$ cat config.mk
export PLATFORM = sky130hd
export DESIGN_NAME = send_packet_sched
export DESIGN_NICKNAME = d
export VERILOG_FILES = /design/src/rtl/send_packet_sched_pkg.sv /design/src/rtl/pkt_cmd_fifo.sv /design/src/rtl/send_packet_sched.sv
export SDC_FILE = /design/constraint.sdc
export NUM_CORES = 1
export LEC_CHECK = 0
export CORE_UTILIZATION = 57
export CTS_BUF_LIST = sky130_fd_sc_hd__clkbuf_16
export CTS_CLUSTER_SIZE = 16
export DETAILED_ROUTE_END_ITERATION = 10
export PLACE_DENSITY = 0.83
export SETUP_SLACK_MARGIN = 0.02
export SLEW_MARGIN = 15
export SYNTH_ARGS = -nofsm -noshare
export SYNTH_HDL_FRONTEND = slang
export SYNTH_SLANG_ARGS = --single-unit
$ cat constraint.sdc
create_clock -name clock_clk -period 2.5 [get_ports clock_clk]
set_clock_uncertainty 0.05 [all_clocks]
set_input_delay 0.375 -clock clock_clk [delete_from_list [all_inputs] [get_ports clock_clk]]
set_output_delay 0.375 -clock clock_clk [all_outputs]
set_load 0.03 [all_outputs]
$ cat src/rtl/send_packet_sched_pkg.sv
// Shared types and helpers for the multi-channel packet-send scheduler.
package send_packet_sched_pkg;

  typedef enum logic [1:0] {
    IDLE      = 2'd0,
    ISSUE     = 2'd1,
    WAIT_DONE = 2'd2
  } sched_state_t;

  localparam int STAT_W = 16;

  function automatic int ch_w(input int n);
    return (n > 1) ? $clog2(n) : 1;
  endfunction

endpackage

$ cat src/rtl/pkt_cmd_fifo.sv
// Per-channel command FIFO holding RAM start addresses.
// Latency: push visible at the head one cycle later; head is read combinationally.
// Backpressure: push while full is ignored unless a pop happens in the same cycle.
module pkt_cmd_fifo #(
  parameter  int W     = 25,
  parameter  int DEPTH = 4,
  localparam int AW    = $clog2(DEPTH)
) (
  input  logic         clk,
  input  logic         rst_n,
  input  logic         push,
  input  logic         pop,
  input  logic [W-1:0] din,
  output logic [W-1:0] dout,
  output logic         full,
  output logic         empty,
  output logic [AW:0]  count
);

  localparam logic [AW:0] FULL_CNT = DEPTH[AW:0];

  logic [W-1:0]  r_mem [DEPTH];
  logic [AW-1:0] r_wr;
  logic [AW-1:0] r_rd;
  logic [AW:0]   r_cnt;
  logic          w_wr;
  logic          w_rd;

  assign full  = (r_cnt == FULL_CNT);
  assign empty = (r_cnt == '0);
  assign count = r_cnt;
  assign dout  = r_mem[r_rd];
  assign w_rd  = pop && !empty;
  // A pop frees the slot the write lands in, so a full push with pop is accepted.
  assign w_wr  = push && (!full || w_rd);

  always_ff @(posedge clk or negedge rst_n) begin
    if (!rst_n) begin
      r_wr  <= '0;
      r_rd  <= '0;
      r_cnt <= '0;
    end else begin
      if (w_wr) r_wr <= r_wr + 1'b1;
      if (w_rd) r_rd <= r_rd + 1'b1;
      case ({w_wr, w_rd})
        2'b10:   r_cnt <= r_cnt + 1'b1;
        2'b01:   r_cnt <= r_cnt - 1'b1;
        default: r_cnt <= r_cnt;
      endcase
    end
  end

  always_ff @(posedge clk) begin
    if (w_wr) r_mem[r_wr] <= din;
  end

endmodule

$ cat src/rtl/send_packet_sched.sv
// Round-robin scheduler feeding one TX engine from NUM_CH command queues; SEND_PACKET_SCHED_STATS_EN adds per-channel counters.
// Latency: push to tx_valid is 2 cycles when idle; tx_done to next tx_valid is 2 cycles.
// Backpressure: tx_valid/tx_addr held until tx_ready; one command in flight until tx_done.
module send_packet_sched
  import send_packet_sched_pkg::*;
#(
  parameter  int NUM_CH      = 2,
  parameter  int ADDR_W      = 25,
  parameter  int QUEUE_DEPTH = 4,
  localparam int CH_W        = ch_w(NUM_CH)
) (
  input  logic                     clock_clk,
  input  logic                     reset_reset_n,
  input  logic                     mac_inited,
  input  logic [NUM_CH-1:0]        cmd_send,
  input  logic [NUM_CH*ADDR_W-1:0] start_ram_addr,
  output logic [NUM_CH-1:0]        cmd_full,
  output logic [NUM_CH-1:0]        cmd_drop,
  output logic                     tx_valid,
  output logic [ADDR_W-1:0]        tx_addr,
  output logic [CH_W-1:0]          tx_ch,
  input  logic                     tx_ready,
  input  logic                     tx_done,
  output logic                     busy
`ifdef SEND_PACKET_SCHED_STATS_EN
  ,
  output logic [NUM_CH*STAT_W-1:0] sent_count,
  output logic [NUM_CH*STAT_W-1:0] drop_count
`endif
);

  localparam int CNT_W = $clog2(QUEUE_DEPTH) + 1;

  sched_state_t      r_state;
  sched_state_t      w_state_nxt;
  logic [CH_W-1:0]   r_grant;
  logic [CH_W-1:0]   w_grant_nxt;
  logic [CH_W-1:0]   r_rr_ptr;
  logic [CH_W-1:0]   w_rr_nxt;
  logic [CH_W-1:0]   w_pick;
  logic              w_any;
  logic              w_hs;
  logic [NUM_CH-1:0] w_empty;
  logic [NUM_CH-1:0] w_full;
  logic [NUM_CH-1:0] w_pop;
  logic [NUM_CH-1:0] w_push_rej;
  logic [NUM_CH-1:0] r_drop;
  logic [ADDR_W-1:0] w_head [NUM_CH];

  for (genvar c = 0; c < NUM_CH; c++) begin : g_q
    logic [CNT_W-1:0] w_cnt;

    pkt_cmd_fifo #(
      .W     (ADDR_W),
      .DEPTH (QUEUE_DEPTH)
    ) u_fifo (
      .clk   (clock_clk),
      .rst_n (reset_reset_n),
      .push  (cmd_send[c]),
      .pop   (w_pop[c]),
      .din   (start_ram_addr[c*ADDR_W +: ADDR_W]),
      .dout  (w_head[c]),
      .full  (w_full[c]),
      .empty (w_empty[c]),
      .count (w_cnt)
    );

    assign w_pop[c]      = w_hs && (r_grant == CH_W'(c));
    assign w_push_rej[c] = cmd_send[c] && w_full[c] && !w_pop[c];
    assign cmd_full[c]   = (w_cnt == CNT_W'(QUEUE_DEPTH));
  end

  assign cmd_drop = r_drop;

  // Descending scan so the channel closest to rr_ptr wins.
  always_comb begin
    int w_sum;
    w_sum  = 0;
    w_pick = r_rr_ptr;
    w_any  = 1'b0;
    for (int i = NUM_CH - 1; i >= 0; i--) begin
      w_sum = int'(r_rr_ptr) + i;
      if (w_sum >= NUM_CH) w_sum = w_sum - NUM_CH;
      if (!w_empty[CH_W'(w_sum)]) begin
        w_pick = CH_W'(w_sum);
        w_any  = 1'b1;
      end
    end
  end

  always_ff @(posedge clock_clk or negedge reset_reset_n) begin
    if (!reset_reset_n) begin
      r_state  <= IDLE;
      r_grant  <= '0;
      r_rr_ptr <= '0;
      r_drop   <= '0;
    end else begin
      r_state  <= w_state_nxt;
      r_grant  <= w_grant_nxt;
      r_rr_ptr <= w_rr_nxt;
      r_drop   <= w_push_rej;
    end
  end

  always_comb begin
    w_state_nxt = r_state;
    w_grant_nxt = r_grant;
    w_rr_nxt    = r_rr_ptr;
    w_hs        = 1'b0;
    tx_valid    = 1'b0;
    tx_addr     = '0;
    tx_ch       = '0;
    busy        = 1'b1;
    case (r_state)
      IDLE: begin
        busy = 1'b0;
        if (mac_inited && w_any) begin
          w_grant_nxt = w_pick;
          w_state_nxt = ISSUE;
        end
      end
      ISSUE: begin
        tx_valid = 1'b1;
        tx_addr  = w_head[r_grant];
        tx_ch    = r_grant;
        if (tx_ready) begin
          w_hs        = 1'b1;
          w_state_nxt = WAIT_DONE;
        end
      end
      WAIT_DONE: begin
        if (tx_done) begin
          w_rr_nxt    = (r_grant == CH_W'(NUM_CH - 1)) ? '0 : r_grant + CH_W'(1);
          w_state_nxt = IDLE;
        end
      end
      default: w_state_nxt = IDLE;
    endcase
  end

`ifdef SEND_PACKET_SCHED_STATS_EN
  logic w_done_acc;
  assign w_done_acc = (r_state == WAIT_DONE) && tx_done;

  for (genvar c = 0; c < NUM_CH; c++) begin : g_stats
    logic [STAT_W-1:0] r_sent;
    logic [STAT_W-1:0] r_dropc;

    always_ff @(posedge clock_clk or negedge reset_reset_n) begin
      if (!reset_reset_n) begin
        r_sent  <= '0;
        r_dropc <= '0;
      end else begin
        if (w_done_acc && (r_grant == CH_W'(c)) && (r_sent != '1)) r_sent <= r_sent + 1'b1;
        if (r_drop[c] && (r_dropc != '1)) r_dropc <= r_dropc + 1'b1;
      end
    end

    assign sent_count[c*STAT_W +: STAT_W] = r_sent;
    assign drop_count[c*STAT_W +: STAT_W] = r_dropc;
  end
`endif

endmodule
======== Word-level counts from Yosys, hierarchy flattened ========
Memories as Yosys holds them, arrays and structs flattened.
Cells that the tools add are included.
word-level totals
  memory bits (writable) .................. 200
  output and inout bits ................... 32
  memories kept ........................... 2
  input port bits ......................... 57
  register bits after elaboration ......... 20
memories
  name                 words  bits a word  read ports  clocked after memory_dff  wr ports  RTL line            RTL
  g_q[0].u_fifo.r_mem  4      25           1           0                         1         pkt_cmd_fifo.sv:22  logic [W-1:0] r_mem [DEPTH];
  g_q[1].u_fifo.r_mem  4      25           1           0                         1         pkt_cmd_fifo.sv:22
cells by class
  bitwise gates (word level) .............. 2
  reduce and logical (&&, ||, !) cells .... 27
  multiplexer cells ....................... 30
  equal/unequal tests ..................... 11
  $add $sub $neg .......................... 12
  order comparisons ....................... 5
operators by type and width
  operator             count
  $mux 25              4
  $mux 1               20
  $pmux 3 s2           2
  $logic_and 1x1->1    11
  $add 2x1->2 const B  4
  $add 3x1->3 const B  2
  $eq 2x1->1 const B   3
  $eq 2x2->1 const B   3
  $eq 3x3->1 const B   2
  $logic_not 1->1      6
  $logic_not 3->1      2
  $lt 1x3->1 const B   2
  $mux 2               3
  $ne 2x2->1 const B   3
  $pmux 2 s3           1
  $sub 3x1->3 const B  2
  $ge 2x2->1 const B   2
  $reduce_and 2->1     2
  $reduce_bool 2->1    2
  $reduce_and 3->1     1
  $add 1x1->2 const B  1
  $ge 1x2->1 const B   1
  $logic_not 2->1      1
  $logic_or 1x1->1     2
  other kinds (4)      5

======== Depth between registers and ports, before layout ========
  depth after elaboration ................. 11
  mapped depth ............................ 10
  gate-level depth less buffers ........... 8

======== By module ========
From an unflattened synthesis, not the netlist that was laid out.
unflattened totals
  cell total of the unflattened synthesis .. 424
  area, all modules ....................... 8959.8 sq um
by module, submodules not included
  module                         area each (sq um)  seq. area each (sq um)  cells an instance  instances
  pkt_cmd_fifo at g_q[0].u_fifo  4037.6             3178.0                  169                1
  pkt_cmd_fifo at g_q[1].u_fifo  4036.4             3178.0                  170                1
  send_packet_sched              885.8              150.1                   85                 1

======== Worst setup path after synthesis ========
No wires, ideal clock.
  path kind ............................... flip-flop to output port
  start point ............................. register r_state[1]
  end point ............................... output tx_addr[0]
  slack ................................... 0.183 ns
  arrival time ............................ 1.892 ns
  cell stages (with the launch flop) ...... 7
  data required time ...................... 2.075 ns
  cell sequence ........................... dfrtp_1 -> buf_4 -> nor2b_1 -> and2_1 -> buf_2 -> buf_4 -> a22o_1
between the ends
  word-level cells in the longest chain between the ends .. 2
RTL lines
  item                    RTL line                  RTL
  start, declared         send_packet_sched.sv:34   sched_state_t r_state;
  start signal, assigned  send_packet_sched.sv:98   r_state <= w_state_nxt;
  $eq 2x1->1              send_packet_sched.sv:114  case (r_state)
  $mux 25                 send_packet_sched.sv:114
  end, declared           send_packet_sched.sv:20   output logic [ADDR_W-1:0] tx_addr,
Every way passes these cells.

======== Final worst setup path ========
  start point ............................. register g_q[1].u_fifo.r_rd[0]
  end point ............................... output tx_addr[3]
between the ends
  word-level cells in the longest chain between the ends .. 5
RTL lines
  item                                         RTL line                  RTL
  start, declared                              pkt_cmd_fifo.sv:24        logic [AW-1:0] r_rd;
  start signal, assigned                       pkt_cmd_fifo.sv:44        if (w_rd) r_rd <= r_rd + 1'b1;
  $mem_v2 4x25                                 -
  $mux 25 (implied by the code) (3 in series)  send_packet_sched.sv:124  tx_addr = w_head[r_grant];
  $mux 25                                      send_packet_sched.sv:114
Every way passes these cells. The select of a mux whose other input is x is not followed.

==> impl_results.md <==
- RSZ-0062 raised after global routing: true
- Share of the cycle needed by the critical path after routing: 102.1%
- Number of synthesized flops with an enable pin: 200
- Final instance count without filler cells: 745
- Post-Synth XOR/XNOR Area: 0.8949%
- Sort of element at the end of the critical path: output port
- I/O pin count: 89
- Fraction of final layout cells sized beyond drive strength 1: 27.65%
- Antenna violations before repair: 0
- Main combinational cell family by area after synthesis: multiplexers
- HPWL after DPL: 10920 microns
- Worst path bufs/invs: 3
- Worst setup slack before clock tree synthesis: -0.1470 ns
- Number of vias in the routed layout: 4567
- Post-layout worst setup margin: -0.05314 ns
- Global-route total usage across every layer: 23.70%
- Final hold violation count: 0
- Drt total wl: 18200 microns
- Antenna fix cells: 0
- Ranking of synthesized cells by area: edfxtp_1, mux4_2, dfrtp_1, a22o_1, mux4_1
- Area Growth Syn to Fin: 23.51%
- Multiplexer share of the synthesized area: 13.64%
- Reg-to-reg setup timing slack: 0.13 ns
- Die boundary width: 126.3 microns
- Failing checks: negative setup slack
- Post-synthesis instance area: 8808 sq um
- Type of the most critical hold path: input pin to async pin
- Area after DPL: 10140 sq um
- Arr. time, crit path: 2.13 ns
- Fraction of power consumed by combinational cells: 36.2%
- Post-layout min period: 2.553 ns
- Buffers from clock root to sink, at most: 3
- Number of placed instances, taps included: 702
- Leakage: 3.807 nW
- Critical path's slowest cell: mux4_2
- Longest individual stage delay on the worst path: 0.53 ns
- Post-synthesis instance total: 421
- Starting density of the core: 58.16%
- Worst reg2reg path endpoint: g_q[0].u_fifo.count[2]
- Leading post-synthesis cells by instance count: edfxtp_1, mux4_2, a22o_1, dfrtp_1, inv_1
- Chip height: 126.3 microns
- Critical Path RT: 2.08 ns
- Residual overflow from global routing: 0
- Top cell type's share of synthesized area: 68.18%
- Cell count of the worst reg-to-reg path: 8
- Maximum level of the CTS H-tree: 1
- Via count of the first global-routing pass: 4712
- Number of nets in the layout: 610
- Synthesis-stage register bit count: 220
- Max frequency: 0.3917 GHz
- Area of all placed cells without fillers: 10880 sq um
- Worst-skew pair later-pin latency: 0.49 ns
- IR Drop Worst-Case VDD: 0.6614 mV
- Run status: finished with violations
- Power Total: 0.01322 W
- Asr flop ratio synth: 9.091%
- Largest area contributor in the synthesized netlist: edfxtp_1
- Maximum fanout encountered on the critical timing path: 8
- Share of synthesized area occupied by flip-flops and latches: 73.86%
- Worst-path cell chain: buf_12 > buf_6 > mux4_2 > a22o_1 > buf_6
- Fraction of the mapped netlist area in adder cells: 1.591%
- Wire length per cell after detailed routing: 24.42 microns
- Main flop type after synthesis: edfxtp_1
- Sinks on the clock net: 220
- Synth Net Count: 488
- Hold bufs inserted after CTS: 0
- Most frequently used cell type in the post-synthesis netlist: edfxtp_1
- Count of input and output buffers: 88
- Internal power summed over all cells: 0.009019 W
- Clock root buffer master: clkbuf_16
- Proportion of power drawn by flip-flops and latches: 39.6%
- Total clock buffers created by CTS: 22
- Relative contribution of the clock network to total power: 24.2%
- Core Area: 15150 sq um
- Pwr dens: 1215 nW/um^2
- Type of element launching the critical path: flop
- Relative slew margins: 78.10%
- Unique cell type count in the Yosys netlist: 48
- Post-CTS clock slew at the launch and capture registers of the worst setup and hold paths: 0.06 ns
- Placer's final routability congestion estimate: 0.8230
- Max Slew Vio Count: 0
- Number of rows in the core area: 45
- Post-synthesis compound-gate area fraction: 4.474%
- Sw frac: 31.76%
- Critical register-to-register path startpoint: r_state[1]
- Vias/cell: 6.130
- Crit path top cell by count: buf_6
- Global-route wire length before repair: 27740 microns
- Critical path start-end classification: flop to output port
- Maximum number of pins on one net before global-route repair: 26
- Number of optimization iterations in the first detailed-route pass: 4
- TritonCTS clock tree: done
- Net switching component of the power: 0.004198 W
- Slew at the pin closest to its max-slew limit: 0.3280 ns
- DRT iter0 DRCs: 385
- Max cap viols: 0
- Synthesized area divided by synthesized cell count: 20.92 sq um
- Post-detailed-route count of antenna-violating nets: 0
- Crit-path leading delay family: multiplexers
- Simple-gate area share of the yosys netlist: 3.168%
- Number of warnings issued by yosys: 0
- Final setup violation count: 8
- Remaining routing DRC violations: 0
- Die area: 15950 sq um
layout by cell type (no fill, tap or decap), types with 9 or more instances in the layout:
cell type and instances:
dfrtp_1 17, buf_12 15, clkdlybuf4s50_1 60, edfxtp_1 200, and2_1 10, a22o_1 25
nor2_1 9, buf_4 17, buf_6 17, inv_1 11, clkbuf_16 24, mux4_2 49
power groups by stage:
stage | logic (W) | clock network [W] | registers [W]
floorplan | 0.00304 | 0 | 0.00514
global placement | 0.00451 | 0 | 0.00519
detailed placement | 0.00459 | 0 | 0.00526
CTS | 0.00475 | 0.00323 | 0.00522
global route | 0.00506 | 0.00338 | 0.00530
finish | 0.00479 | 0.00319 | 0.00524
worst register-to-register path, delay by kind of cell, from the launching register on:
| kind | cells | cell delay, ns |
|---|---|---|
| simple gates | 5 | 0.94 |
| fa+ha+maj | 1 | 0.48 |
| compound gates | 2 | 0.29 |
| flops | 1 | 0.48 |
registers in the layout, indices dropped and copies added (netlist names):
| register | flops |
|---|---|
| g_q.u_fifo.r_wr | 4 |
| r_rr_ptr | 1 |
| g_q.u_fifo.r_mem | 200 |
| r_grant | 1 |
| g_q.u_fifo.count | 6 |
| g_q.u_fifo.r_rd | 4 |
| cmd_drop | 2 |
| r_state | 2 |
layout make-up:
class | instances | area, sq um
flip-flops and latches | 220 | 6510
inverters | 11 | 41.29
multi-input cells | 167 | 2067
repair buffers | 121 | 1325
well taps | 188 | 235.2
fillers | 835 | 4267
clock buffers | 23 | 575.6
clock inverters | 15 | 125.1
how the worst max path moves through the flow:
stage	startpoint	endpoint	slack, ns	depth (start not counted)
CTS	g_q[1].u_fifo.r_rd[0]	tx_addr[3]	-0.11	6
global route	g_q[1].u_fifo.r_rd[0]	tx_addr[3]	-0.12	5
global placement	tx_ready	g_q[0].u_fifo.count[2]	-0.02	9
floorplan	r_state[1]	tx_addr[0]	0.18	6
detailed placement	tx_ready	g_q[1].u_fifo.count[2]	-0.15	10
finish	g_q[1].u_fifo.r_rd[0]	tx_addr[3]	-0.05	5
repair_timing:
action | 4_1_cts | 5_1_grt
endpoints found under the setup margin | 25 | 27
pin swaps | 7 | 8
gates resized for setup | 142 | 39
cloned | 2 | 0
buffers inserted | 2 | 2
metal layers:
metal	vias up	part of all wire, %	global-route usage, %
li1	1968	-	-
met1	2375	40	32.70
met2	184	51	39.52
met3	40	5.6	3.501
met4	0	3.1	7.938
met5	-	0	0
per-stage QoR:
stage	util [%]	TNS [ns]	hold slack, ns
after floorplan	-	0	0.02941
after global placement	66.93	-0.04394	0.4327
after detailed placement	66.93	-0.3816	0.4710
after CTS	71.57	-0.7116	0.1872
after global routing	71.83	-1.140	0.2011
final	71.83	-0.2247	0.1818
logic make-up (layout without fill, tap and decap cells):
logic type | after synthesis | after routing
xor+xnor | 9 | 9
simple gates | 46 | 46
fa+ha+maj | 10 | 10
mux | 54 | 54
flops | 220 | 220
compound gates | 48 | 48
buf+inv | 34 | 170
Note: power is estimated with default switching activity, not from simulation.
